File: src/rtl/ws2812_pkg.sv
// Shared register map, bit positions and sequencer state encoding for the WS2812 APB chain driver.
package ws2812_pkg;

  // Byte offsets; only PADDR[11:2] takes part in decoding.
  localparam logic [11:0] REG_CTRL       = 12'h000;
  localparam logic [11:0] REG_STATUS     = 12'h004;
  localparam logic [11:0] REG_COUNT      = 12'h008;
  localparam logic [11:0] REG_PIXEL_BASE = 12'h100;

  localparam int CTRL_GO     = 0;
  localparam int CTRL_IRQ_EN = 1;
  localparam int STATUS_BUSY = 0;
  localparam int STATUS_DONE = 1;

  typedef enum logic [1:0] {
    ST_IDLE  = 2'd0,
    ST_SEND  = 2'd1,
    ST_LATCH = 2'd2
  } state_t;

endpackage

File: src/rtl/ws2812_bit_serialiser.sv
// Emits one 24-bit GRB word MSB first with cycle-exact high/low timing per bit.
// word_done is high during the final cycle of bit 0, so a load in that cycle chains words without a gap.
module ws2812_bit_serialiser #(
  parameter int T_BIT = 125,
  parameter int T1H   = 80,
  parameter int T0H   = 40
) (
  input  logic        clk,
  input  logic        rst,
  input  logic        load,
  input  logic [23:0] word,
  output logic        led,
  output logic        word_done
);

  localparam int PH_W = $clog2(T_BIT);
  localparam logic [PH_W-1:0] LAST_PH = PH_W'(T_BIT - 1);
  localparam logic [PH_W-1:0] T1H_P   = PH_W'(T1H);
  localparam logic [PH_W-1:0] T0H_P   = PH_W'(T0H);

  logic [23:0]     shreg;
  logic [4:0]      bit_idx;
  logic [PH_W-1:0] phase;
  logic            active;
  logic            hi_now;

  always_comb begin
    hi_now = 1'b0;
    if (active)
      hi_now = shreg[bit_idx] ? (phase < T1H_P) : (phase < T0H_P);
  end

  assign word_done = active && (phase == LAST_PH) && (bit_idx == 5'd0);

  always_ff @(posedge clk or posedge rst) begin
    if (rst) begin
      led     <= 1'b0;
      active  <= 1'b0;
      shreg   <= '0;
      bit_idx <= '0;
      phase   <= '0;
    end else begin
      led <= hi_now;
      if (load) begin
        shreg   <= word;
        bit_idx <= 5'd23;
        phase   <= '0;
        active  <= 1'b1;
      end else if (active) begin
        if (phase == LAST_PH) begin
          phase <= '0;
          if (bit_idx == 5'd0)
            active <= 1'b0;
          else
            bit_idx <= bit_idx - 5'd1;
        end else begin
          phase <= phase + PH_W'(1);
        end
      end
    end
  end

endmodule

File: src/rtl/ws2812_apb_chain.sv
// APB3 slave holding a GRB pixel memory and sequencing frames plus latch period onto a WS2812 string.
// Optional frame-done interrupt logic is built only when WS2812_IRQ_EN is defined.
module ws2812_apb_chain
  import ws2812_pkg::*;
#(
  parameter int NUM_LEDS = 8,
  parameter int T_BIT    = 125,
  parameter int T1H      = 80,
  parameter int T0H      = 40,
  parameter int T_RES    = 8000
) (
  input  logic        PCLK,
  input  logic        PRESET,
  input  logic        PSEL,
  input  logic        PENABLE,
  input  logic        PWRITE,
  input  logic [31:0] PADDR,
  input  logic [31:0] PWDATA,
  output logic [31:0] PRDATA,
  output logic        PREADY,
  output logic        PSLVERR,
  output logic        LED,
  output logic        IRQ
);

  localparam int CNT_W = $clog2(NUM_LEDS + 1);
  localparam int IDX_W = (NUM_LEDS > 1) ? $clog2(NUM_LEDS) : 1;
  localparam int RES_W = (T_RES > 1) ? $clog2(T_RES) : 1;
  localparam logic [CNT_W-1:0] MAX_CNT  = CNT_W'(NUM_LEDS);
  localparam logic [RES_W-1:0] RES_LAST = RES_W'(T_RES - 1);

  state_t           state;
  logic [CNT_W-1:0] count_q, frame_len, pix_idx, next_idx;
  logic [RES_W-1:0] res_cnt;
  logic             done_q, irq_en_q;
  logic [23:0]      pix_mem [NUM_LEDS];

  // Zero-wait APB3: a transfer completes in the cycle where PSEL & PENABLE are high (PREADY tied 1).
  logic       access, wr, busy;
  logic [9:0] word_addr, pix_off;
  logic       is_ctrl, is_status, is_count, is_pix, mapped;
  logic [IDX_W-1:0] pix_sel;
  logic       go, pix_we, w1c_done, more, ser_load, word_done;
  logic [23:0] ser_word;
  logic       unused_addr;

  assign access    = PSEL & PENABLE;
  assign wr        = access & PWRITE;
  assign busy      = (state != ST_IDLE);
  assign word_addr = PADDR[11:2];
  assign pix_off   = word_addr - REG_PIXEL_BASE[11:2];
  assign pix_sel   = pix_off[IDX_W-1:0];
  assign is_ctrl   = (word_addr == REG_CTRL[11:2]);
  assign is_status = (word_addr == REG_STATUS[11:2]);
  assign is_count  = (word_addr == REG_COUNT[11:2]);
  assign is_pix    = (word_addr >= REG_PIXEL_BASE[11:2]) && ({1'b0, pix_off} < 11'(NUM_LEDS));
  assign mapped    = is_ctrl | is_status | is_count | is_pix;
  assign unused_addr = ^{PADDR[31:12], PADDR[1:0]};

  assign PREADY  = 1'b1;
  assign PSLVERR = access & (~mapped | (PWRITE & is_pix & busy));

  always_comb begin
    PRDATA = '0;
    if (access && !PWRITE) begin
      if (is_ctrl)        PRDATA = {30'd0, irq_en_q, 1'b0};
      else if (is_status) PRDATA = {30'd0, done_q, busy};
      else if (is_count)  PRDATA = 32'(count_q);
      else if (is_pix)    PRDATA = {8'd0, pix_mem[pix_sel]};
    end
  end

  assign go       = wr & is_ctrl & PWDATA[CTRL_GO] & (state == ST_IDLE) & (count_q != '0);
  assign pix_we   = wr & is_pix & ~busy;
  assign w1c_done = wr & is_status & PWDATA[STATUS_DONE];
  assign more     = (pix_idx != frame_len - CNT_W'(1));
  assign next_idx = pix_idx + CNT_W'(1);
  assign ser_load = go | ((state == ST_SEND) & word_done & more);
  assign ser_word = go ? pix_mem[0] : pix_mem[next_idx[IDX_W-1:0]];

  ws2812_bit_serialiser #(
    .T_BIT (T_BIT),
    .T1H   (T1H),
    .T0H   (T0H)
  ) u_ser (
    .clk       (PCLK),
    .rst       (PRESET),
    .load      (ser_load),
    .word      (ser_word),
    .led       (LED),
    .word_done (word_done)
  );

  always_ff @(posedge PCLK or posedge PRESET) begin
    if (PRESET) begin
      for (int i = 0; i < NUM_LEDS; i++) pix_mem[i] <= '0;
    end else if (pix_we) begin
      pix_mem[pix_sel] <= PWDATA[23:0];
    end
  end

  always_ff @(posedge PCLK or posedge PRESET) begin
    if (PRESET) begin
      state     <= ST_IDLE;
      count_q   <= MAX_CNT;
      frame_len <= '0;
      pix_idx   <= '0;
      res_cnt   <= '0;
      done_q    <= 1'b0;
    end else begin
      if (wr & is_count)
        count_q <= (PWDATA > 32'(NUM_LEDS)) ? MAX_CNT : PWDATA[CNT_W-1:0];
      // A latch period ending in the same cycle as a DONE clear leaves DONE set.
      if (state == ST_LATCH && res_cnt == RES_LAST)
        done_q <= 1'b1;
      else if (w1c_done)
        done_q <= 1'b0;
      case (state)
        ST_IDLE: begin
          if (go) begin
            state     <= ST_SEND;
            pix_idx   <= '0;
            frame_len <= count_q;
          end
        end
        ST_SEND: begin
          if (word_done) begin
            if (more) begin
              pix_idx <= next_idx;
            end else begin
              state   <= ST_LATCH;
              res_cnt <= '0;
            end
          end
        end
        ST_LATCH: begin
          if (res_cnt == RES_LAST) state <= ST_IDLE;
          else                     res_cnt <= res_cnt + RES_W'(1);
        end
        default: state <= ST_IDLE;
      endcase
    end
  end

`ifdef WS2812_IRQ_EN
  logic irq_q;
  always_ff @(posedge PCLK or posedge PRESET) begin
    if (PRESET) begin
      irq_en_q <= 1'b0;
      irq_q    <= 1'b0;
    end else begin
      if (wr & is_ctrl) irq_en_q <= PWDATA[CTRL_IRQ_EN];
      irq_q <= done_q & irq_en_q;
    end
  end
  assign IRQ = irq_q;
`else
  assign irq_en_q = 1'b0;
  assign IRQ      = 1'b0;
`endif

endmodule

File: config.mk
export PLATFORM = sky130hd
export DESIGN_NAME = ws2812_apb_chain
export DESIGN_NICKNAME = d
export VERILOG_FILES = /design/src/rtl/ws2812_pkg.sv /design/src/rtl/ws2812_bit_serialiser.sv /design/src/rtl/ws2812_apb_chain.sv
export SDC_FILE = /design/constraint.sdc
export NUM_CORES = 1
export LEC_CHECK = 0
export BUFFER_PORTS_ARGS = -buffer_cell sky130_fd_sc_hd__buf_2
export CAP_MARGIN = 5
export CORE_MARGIN = 3
export CORE_UTILIZATION = 35
export DETAILED_ROUTE_END_ITERATION = 7
export PLACE_DENSITY = 0.5
export SLEW_MARGIN = 20
export SYNTH_ARGS = -nofsm -noshare
export SYNTH_HDL_FRONTEND = slang
export SYNTH_HIERARCHICAL = 1
export SYNTH_SLANG_ARGS = --single-unit
export TNS_END_PERCENT = 1
File: constraint.sdc
create_clock -name PCLK -period 9.33 [get_ports PCLK]
set_input_delay 2.799 -clock PCLK [delete_from_list [all_inputs] [get_ports PCLK]]
set_output_delay 2.799 -clock PCLK [all_outputs]
set_load 0.01 [all_outputs]
==> flow_metrics.tcl <==
set metrics [dict create \
    ir_drop_v 0.0001107 \
    ys_seq_area_share_pct 47.92 \
    core_um2 37840 \
    critical_path_class "input port to primary output" \
    fp.dieH_um 202.2 \
    synth-seq-cells 258 \
    crit_fanout 21 \
    layout.nets 1200 \
    antenna_found_initial 2 \
    netlist_area_um2 13480 \
    cts.sinks 258 \
    grt_max_degree 97 \
    gp_congestion 0.7647 \
    fillers 3636 \
    finish.instance_area_um2 15470 \
    grt_overflow 0 \
    rows 71 \
    ys_warn_count 6 \
    die_area_um2 40900 \
    numCtsBuffers 31 \
    clkTransAtPathRegs_ns 0.06 \
    status "finished clean" \
    start_util_pct 35.61 \
    max_cap_viol_count 0 \
    syn_to_final_growth_pct 14.77 \
    cp.arrival_ns 5.35 \
    setup_tns_ns 0 \
    startpoint_type "input port" \
    avgRoutedWirePerCell_um 23.08 \
    drt-initial-drc-count 730 \
    setup_violations 0 \
    synth_top_area_share_pct 47.72 \
    cp_data_required_time_ns 6.53 \
    setup_ws_ns 1.178 \
    cts_resized 0 \
    fin_util_pct 40.87 \
    timing.fmax_mhz 122.7 \
    cp-end-kind "primary output" \
    grt_pass1_vias 9333 \
    synth_edf_count 0 \
    die_width_um 202.2 \
    drt_wl_total_um 38350 \
    cts_tree "done" \
    vias_per_cell 5.620 \
    synth_area_per_cell_um2 12.56 \
    htree_levels 1 \
    root_buffer "clkbuf_16" \
    slew_violations 0 \
    ff2ff_setup_slack_ns 5.76 \
    synth_largest_area_cell "dfrtp_1" \
    cts_setup_buffers 0 \
    drtAntennaViolNets 0 \
    tightest_slew_ns 1.182 \
    hp-class "flop to flop" \
    synth.area.top_cells "dfrtp_1 48%, mux2_2 19%, mux4_2 8.7%" \
    min_period_over_period_pct 87.38 \
    power_mw 2.425 \
    ys_types 64 \
    crit_slowest_cell "nand2b_1" \
    place_hpwl_um 22850 \
    synth-main-ff-cell "dfrtp_1" \
    power.leakage_nw 6.888 \
    critPathMaxStageDelay_ns 0.80 \
    slew-limit-headroom_pct 20.98 \
    clock_skew_ns 0.01780 \
    vias 9341 \
    place_ws_ns 1.193 \
    rsz0062_at_grt "false" \
    period_minus_slack_ns 8.152 \
    hold_violations 0 \
    port_buffers 72 \
    drc_errors 0 \
    dpl_cell_area_um2 14390 \
    grt_pass1_wl_um 59260 \
    async_reset_ff_share_pct 100.0 \
    track_usage_pct 18.68 \
    cts_hold_buf 0 \
    syn-instance-count 1073 \
    p_per_area_nw_per_um2 156.8 \
    dr.pass1.iters 5 \
    clk_latency_ns 0.57 \
    cp_cell_sequence "buf_2, nor2b_1, buf_4, nand2b_1, buf_4, o221ai_1, nor4_1, buf_2" \
    cts_buffer_depth 3 \
    io_pins 105 \
    drive_gt1_share_pct 39.83 \
]
-- final cells by class --
cell class / count / area, µm² / share of cell area, %
Timing Repair Buffer: 96 / 600.6 / 3.883
Multi-Input combinational cell: 721 / 6673 / 43.14
Clock inverter: 17 / 156.4 / 1.011
Sequential cell: 258 / 6461 / 41.77
Antenna cell: 1 / 2.502 / 0.01618
Tap cell: 511 / 639.4 / 4.134
Clock buffer: 41 / 863.3 / 5.582
Inverter: 17 / 71.32 / 0.4611
-- path summary, 6_finish.rpt --
check / end / depth (start not counted) / start
max: PRDATA[10] / 8 / PADDR[2]
min: u_ser/shreg[8]$_DFFE_PP0P_ / 1 / u_ser/shreg[8]$_DFFE_PP0P_
max reg2reg: u_ser/phase[6]$_DFFE_PP0P_ / 12 / u_ser/bit_idx[0]$_DFFE_PP0P_
min reg2reg: u_ser/shreg[8]$_DFFE_PP0P_ / 1 / u_ser/shreg[8]$_DFFE_PP0P_
max in group asynchronous: pix_mem[42]$_DFFE_PP0P_ / 3 / PRESET
min in group asynchronous: res_cnt[8]$_DFFE_PP0P_ / 2 / PRESET
-- routing by layer --
layer	vias to the layer above	wire, µm	global-route usage [%]
li1	4190	-	-
met1	4801	17390	26.52
met2	279	17970	29.70
met3	69	1830	2.690
met4	2	1149	6.013
met5	-	7	0
-- cell usage after synthesis, drive strengths merged, types with 3 or more instances --
cell type / instances
a2111oi: 3
a21oi: 36
buf: 38
clkbuf: 47
dfrtp: 257
ha: 6
inv: 17
mux2: 228
mux2i: 33
mux4: 52
nand2: 25
nand2b: 11
nand3: 14
nand3b: 4
nand4: 7
nor2: 62
nor2b: 8
nor3: 14
nor3b: 3
nor4: 36
o21ai: 17
o21bai: 3
o221ai: 23
o22a: 21
o22ai: 44
or2: 3
or3: 7
or4: 4
xnor2: 11
xor2: 8
-- power breakdown --
part           internal, mW  leakage (nW)  switching (mW)
registers              1.12          3.42       0.0000630
logic                0.0301          2.97          0.0770
clock network         0.707         0.497           0.492
total                  1.86          6.89           0.569
-- cells by family after synthesis --
family          share of synthesized area (%)
mux                                     30.19
flops                                   47.92
simple gates                            8.115
compound gates                          8.440
buf+inv                                 3.324
xor+xnor                                1.402
fa+ha+maj                              0.5570
other cells                           0.05573
-- layout by cell type, fill, tap and decap left out, types with 5 or more instances in the layout --
master     count
a21oi_1       36
buf_2         72
buf_4         21
clkbuf_1       5
clkbuf_16     31
clkbuf_8       5
clkinv_2       8
conb_1        10
dfrtp_1      256
ha_1           5
inv_1         16
mux2_2       228
mux2i_1       33
mux4_2        52
nand2_1       24
nand2b_1      11
nand3_1       13
nand4_1        6
nor2_1        54
nor2_4         8
nor2b_1        8
nor3_1        13
nor4_1        36
o21ai_0       14
o221ai_1      23
o22a_1        21
o22ai_1       44
or3_1          6
xnor2_1       11
xor2_1         8
-- worst max-delay path: cells and delay by family --
family / cells / cell delay, ns
and+or+nand+nor: 3 / 1.30
buffers and inverters: 4 / 1.10
AOI/OAI and AO/OA: 1 / 0.12
-- flip-flops by register name (all words and copies together) (netlist names), 2 cells and up --
| signal | count |
|---|---|
| u_ser/phase | 7 |
| count_q | 4 |
| u_ser/bit_idx | 5 |
| u_ser/shreg | 24 |
| pix_mem | 192 |
| pix_idx | 4 |
| res_cnt | 13 |
| state | 2 |
| frame_len | 4 |
-- through the flow --
| step | cells | hold slack, ns |
|---|---|---|
| after floorplan | 1081 | 0.4602 |
| after global placement | 1600 | 0.4842 |
| after detailed placement | 1601 | 0.4909 |
| after CTS | 1659 | 0.5052 |
| after global routing | 1661 | 0.5188 |
| final | 1662 | 0.5026 |
No activity file was read; power rests on OpenSTA's default activity.
